==> src/rtl/serial_add_arb_if.sv <==
// Request/operand and result/ack bundle shared between the two requesters
// and the bit-serial adder controller.
interface serial_add_arb_if #(
    parameter int WIDTH = 4
);
    logic             req0;
    logic [WIDTH-1:0] a0;
    logic [WIDTH-1:0] b0;
    logic             req1;
    logic [WIDTH-1:0] a1;
    logic [WIDTH-1:0] b1;
    logic             ack0;
    logic             ack1;
    logic             busy;
    logic             owner;
    logic [WIDTH-1:0] sum;
    logic             cout;

    modport master (
        output req0, a0, b0, req1, a1, b1,
        input  ack0, ack1, busy, owner, sum, cout
    );

    modport slave (
        input  req0, a0, b0, req1, a1, b1,
        output ack0, ack1, busy, owner, sum, cout
    );
endinterface

==> src/rtl/serial_add_arb.sv <==
// Bit-serial adder shared by two round-robin arbitrated requesters:
// one full-adder cell stepped LSB first over WIDTH cycles per operation.
module serial_add_arb #(
    parameter int WIDTH = 4
) (
    input  logic            clk,
    input  logic            rst_n,
    serial_add_arb_if.slave bus
);
    localparam int CW = $clog2(WIDTH);

    typedef enum logic [1:0] {IDLE, RUN, DONE} state_t;

    state_t           state_q, state_d;
    logic [CW-1:0]    cnt_q, cnt_d;
    logic             carry_q, carry_d;
    logic [WIDTH-1:0] a_q, a_d;
    logic [WIDTH-1:0] b_q, b_d;
    logic [WIDTH-1:0] acc_q, acc_d;
    logic [WIDTH-1:0] sum_q, sum_d;
    logic             cout_q, cout_d;
    logic             owner_q, owner_d;
    logic             last_q, last_d;
    logic             grant;
    logic             bit_a, bit_b, bit_s, bit_c;

    // On a tie the requester that did not win last time gets the cell.
    assign grant = (bus.req0 && bus.req1) ? ~last_q : bus.req1;

    assign bit_a = a_q[cnt_q];
    assign bit_b = b_q[cnt_q];
    assign bit_s = bit_a ^ bit_b ^ carry_q;
    assign bit_c = (bit_a & bit_b) | (bit_a & carry_q) | (bit_b & carry_q);

    always_ff @(posedge clk or negedge rst_n) begin
        if (!rst_n) begin
            state_q <= IDLE;
            cnt_q   <= '0;
            carry_q <= 1'b0;
            a_q     <= '0;
            b_q     <= '0;
            acc_q   <= '0;
            sum_q   <= '0;
            cout_q  <= 1'b0;
            owner_q <= 1'b0;
            last_q  <= 1'b1;
        end else begin
            state_q <= state_d;
            cnt_q   <= cnt_d;
            carry_q <= carry_d;
            a_q     <= a_d;
            b_q     <= b_d;
            acc_q   <= acc_d;
            sum_q   <= sum_d;
            cout_q  <= cout_d;
            owner_q <= owner_d;
            last_q  <= last_d;
        end
    end

    always_comb begin
        state_d = state_q;
        cnt_d   = cnt_q;
        carry_d = carry_q;
        a_d     = a_q;
        b_d     = b_q;
        acc_d   = acc_q;
        sum_d   = sum_q;
        cout_d  = cout_q;
        owner_d = owner_q;
        last_d  = last_q;
        case (state_q)
            IDLE: begin
                if (bus.req0 || bus.req1) begin
                    a_d     = grant ? bus.a1 : bus.a0;
                    b_d     = grant ? bus.b1 : bus.b0;
                    owner_d = grant;
                    carry_d = 1'b0;
                    cnt_d   = '0;
                    state_d = RUN;
                end
            end
            RUN: begin
                acc_d[cnt_q] = bit_s;
                carry_d      = bit_c;
                cnt_d        = cnt_q + 1'b1;
                // Partial sums stay internal; the visible result changes only here.
                if (cnt_q == CW'(WIDTH - 1)) begin
                    sum_d   = acc_d;
                    cout_d  = bit_c;
                    state_d = DONE;
                end
            end
            DONE: begin
                last_d  = owner_q;
                state_d = IDLE;
            end
            default: state_d = IDLE;
        endcase
    end

    assign bus.ack0  = (state_q == DONE) && !owner_q;
    assign bus.ack1  = (state_q == DONE) && owner_q;
    assign bus.busy  = (state_q != IDLE);
    assign bus.owner = owner_q;
    assign bus.sum   = sum_q;
    assign bus.cout  = cout_q;
endmodule
==> src/flat_wrapper.sv <==
// flat-port wrapper written by rule: the top's interface ports become plain ports
module serial_add_arb_flat 
#(
    parameter int WIDTH = 4
)
  (clk, rst_n, bus_req0, bus_a0, bus_b0, bus_req1, bus_a1, bus_b1, bus_ack0, bus_ack1, bus_busy, bus_owner, bus_sum, bus_cout);
  serial_add_arb_if #(.WIDTH(WIDTH)) bus_i ();
  input  logic clk;
  input  logic rst_n;
  input wire logic [$bits(bus_i.req0)-1:0] bus_req0;
  input wire logic [$bits(bus_i.a0)-1:0] bus_a0;
  input wire logic [$bits(bus_i.b0)-1:0] bus_b0;
  input wire logic [$bits(bus_i.req1)-1:0] bus_req1;
  input wire logic [$bits(bus_i.a1)-1:0] bus_a1;
  input wire logic [$bits(bus_i.b1)-1:0] bus_b1;
  output wire logic [$bits(bus_i.ack0)-1:0] bus_ack0;
  output wire logic [$bits(bus_i.ack1)-1:0] bus_ack1;
  output wire logic [$bits(bus_i.busy)-1:0] bus_busy;
  output wire logic [$bits(bus_i.owner)-1:0] bus_owner;
  output wire logic [$bits(bus_i.sum)-1:0] bus_sum;
  output wire logic [$bits(bus_i.cout)-1:0] bus_cout;
  assign bus_i.req0 = bus_req0;
  assign bus_i.a0 = bus_a0;
  assign bus_i.b0 = bus_b0;
  assign bus_i.req1 = bus_req1;
  assign bus_i.a1 = bus_a1;
  assign bus_i.b1 = bus_b1;
  assign bus_ack0 = bus_i.ack0;
  assign bus_ack1 = bus_i.ack1;
  assign bus_busy = bus_i.busy;
  assign bus_owner = bus_i.owner;
  assign bus_sum = bus_i.sum;
  assign bus_cout = bus_i.cout;
  serial_add_arb #(.WIDTH(WIDTH)) u_core (.clk(clk), .rst_n(rst_n), .bus(bus_i));
endmodule
==> config.mk <==
export PLATFORM = sky130hd
export DESIGN_NAME = serial_add_arb_flat
export DESIGN_NICKNAME = d
export VERILOG_FILES = /design/src/rtl/serial_add_arb_if.sv /design/src/rtl/serial_add_arb.sv /design/src/flat_wrapper.sv
export SDC_FILE = /design/constraint.sdc
export NUM_CORES = 1
export LEC_CHECK = 0
export ABC_CLOCK_PERIOD_IN_PS = 2300
export CORE_AREA = 2 2 56 53
export DETAILED_ROUTE_END_ITERATION = 8
export DIE_AREA = 0 0 58 55
export PLACE_DENSITY = 0.75
export SETUP_SLACK_MARGIN = 0.1
export SYNTH_ARGS = -nofsm -noshare
export SYNTH_HDL_FRONTEND = slang
export SYNTH_SLANG_ARGS = --single-unit
==> constraint.sdc <==
create_clock -name clk -period 2.3 [get_ports clk]
set_clock_uncertainty 0.05 [all_clocks]
set_input_delay 0.575 -clock clk [delete_from_list [all_inputs] [get_ports clk]]
set_output_delay 0.575 -clock clk [all_outputs]
set_load 0.01 [all_outputs]
==> impl_metrics.env <==
export IMPL_antenna_found_initial=0
export IMPL_period_share_pct=90.3
export IMPL_slew_headroom_pct=61.1
export IMPL_setup_tns_ns=0
export IMPL_viasPerCell=5.09
export IMPL_dr_first_iter_drc_count=24
export IMPL_remaining_drc_errors=0
export IMPL_clk_path_buf_depth=2
export IMPL_cts_buffers=3
export IMPL_rsz0062_at_grt="false"
export IMPL_status="complete, no violations"
export IMPL_async_reset_ff_share_pct=100
export IMPL_synth_seq_cells=23
export IMPL_netlist_instances=100
export IMPL_grt_pass1_vias=811
export IMPL_grt_pass1_wl_um=3300
export IMPL_layout_commonest_cell="clkdlybuf4s50_1"
export IMPL_cp_top_family="buffers and inverters"
export IMPL_insertion_delay_ns=0.31
export IMPL_cp_slowest_stage_delay_ns=0.48
export IMPL_ios=29
export IMPL_ys_types=26
export IMPL_hold_class="reg2reg"
export IMPL_hold_viol=0
export IMPL_synth_edf_count=0
export IMPL_gr_usage_all_layers_pct=13.5
export IMPL_max_freq_mhz=481
export IMPL_core_um2=2610
export IMPL_drv_cap=0
export IMPL_totalWireLength_um=2020
export IMPL_tightestPinTransition_ns=0.582
export IMPL_portBuffers=28
export IMPL_cp_slowest_cell="clkdlybuf4s50_1"
export IMPL_design_area_um2=1520
export IMPL_final_cell_mix="26 x clkdlybuf4s50_1, 21 x dfrtp_1, 13 x mux2_4, 12 x nand2_1"
export IMPL_finalPower_uw=1960
export IMPL_placed_cell_area_um2=1490
export IMPL_vias=804
export IMPL_finalMaxSlewViolations=0
export IMPL_p_leak_uw=0.000709
export IMPL_synth_seq_area_share_pct=48.3
export IMPL_syn_nets=125
export IMPL_syn_area_um2=1190
export IMPL_diodes=0
export IMPL_period_minus_slack_ns=2.08
export IMPL_synth_top_area_share_pct=46.1
export IMPL_dieWidth_um=58
export IMPL_yosys_top_cells_area="dfrtp_1 46%, mux2_4 16%, ha_1 4.2%"
export IMPL_rows=18
export IMPL_ant_nets=0
export IMPL_cts_tree="built"
export IMPL_p_per_area_nw_per_um2=1290
export IMPL_ys_warn_count=0
export IMPL_drt_pass1_iter_count=4
export IMPL_dieArea_um2=3190
export IMPL_start_util_pct=45.7
export IMPL_arrival_ns=1.45
export IMPL_start_kind="flip-flop"
export IMPL_finish_utilization_pct=58.1
export IMPL_peakVddDrop_mv=0.919
export IMPL_grt_ovfl_total=0
export IMPL_tritoncts_num_sinks=23
export IMPL_nets=154
export IMPL_wl_per_cell_um=12.8
export IMPL_root_buffer="clkbuf_4"
export IMPL_critPathMaxFanout=5
export IMPL_drive_above_1_share_pct=20.3
export IMPL_syn_mean_instance_area_um2=11.9
export IMPL_synth_largest_area_cell="dfrtp_1"
export IMPL_path_buf_inv=2
export IMPL_htreeDepth=1
export IMPL_path_class="reg2out"
export IMPL_setup_viol=0
export IMPL_die_height_um=55
export IMPL_dp_hpwl_um=1580
export IMPL_syn_to_final_growth_pct=27.1
export IMPL_clk_pin_slew_worst_paths_ns=0.13
export IMPL_synth_main_ff_cell="dfrtp_1"
export IMPL_cp_required_ns=1.67
export IMPL_gp_congestion=0.742
export IMPL_critPathCaptureType="primary output"
export IMPL_grt_max_degree=24
export IMPL_path_cells="nor2_1 -> inv_1 -> clkdlybuf4s50_1"
[cell usage after synthesis (2+ instances only)]
library cell  number
dfrtp_1           22
inv_1              8
a21oi_1            3
a31oi_1            3
mux4_2             2
clkbuf_1           3
nand2_1           12
nor2_1             3
o22ai_1            2
nand2b_1           2
mux2_2             3
o21ai_0            8
mux2_4            13
ha_1               4
[worst paths after layout]
check	from	endpoint	slack, ns	cells past startpoint
worst max-delay path	u_core.state_q[0]	bus_busy	0.22	3
worst min-delay path	u_core.bus.sum[2]	u_core.bus.sum[2]	0.44	2
worst max register to register	u_core.cnt_q[0]	u_core.bus.sum[1]	0.24	6
worst min register to register	u_core.bus.sum[2]	u_core.bus.sum[2]	0.44	2
max in group asynchronous	rst_n	u_core.last_q	1.37	2
min in group asynchronous	rst_n	u_core.bus.sum[3]	0.54	2
[final cells by class]
cell class / count / area [um^2]
clock inverters: 1 / 5.00
clock buffers: 3 / 22.5
flip-flops and latches: 23 / 578
well taps: 30 / 37.5
repair buffers: 29 / 285
multi-input cells: 64 / 559
inverters: 8 / 30.0
fillers: 229 / 1090
[report_power, final]
part | internal, uW | switching [uW]
combinational | 548 | 473
sequential | 613 | 139
clock | 64.9 | 121
total | 1230 | 734
[metrics by stage]
| step | cells | hold slack (ns) | setup slack, ns |
|---|---|---|---|
| floorplan | 100 | 0.229 | 0.337 |
| global placement | 154 | 0.412 | 0.0754 |
| detailed placement | 154 | 0.419 | 0.0247 |
| CTS | 158 | 0.449 | 0.138 |
| global route | 158 | 0.463 | 0.128 |
| finish | 158 | 0.441 | 0.222 |
[registers in the layout, summed over array words and instances (netlist names)]
name / flops
u_core.a_q: 4
u_core.b_q: 4
u_core.bus.sum: 4
u_core.acc_q: 3
u_core.cnt_q: 2
u_core.state_q: 2
u_core.bus.cout: 1
u_core.bus.owner: 1
u_core.carry_q: 1
u_core.last_q: 1
[layer usage]
metal | routed length (um) | global-route usage [%] | vias up
met5 | 0 | 0 | -
met4 | 4 | 0 | 0
met3 | 128 | 4.42 | 2
met2 | 1040 | 28.4 | 28
met1 | 843 | 14.0 | 376
li1 | - | - | 398
[kinds of logic (layout without fill, tap and decap cells)]
family | after synthesis | count (layout) | synth area share, %
simple gates | 19 | 19 | 6.92
compound gates | 22 | 22 | 11.1
fa+ha+maj | 5 | 5 | 5.87
buf+inv | 13 | 41 | 4.82
mux | 18 | 18 | 23.0
flops | 23 | 23 | 48.3
[tightest hold or removal path: cells and delay by family, from the launching register on]
kind	cells	cell delay, ns
compound gates	1	0.06
flops	1	0.36
simple gates	1	0.04
[timing repair]
action                                  in CTS  in global routing
gates resized for setup                      2                  1
hold endpoints to repair                     0                  0
endpoints found under the setup margin       2                  2
setup buffers                                0                  0
hold buffers                                 0                  0
No activity file was read; power rests on OpenSTA's default activity.
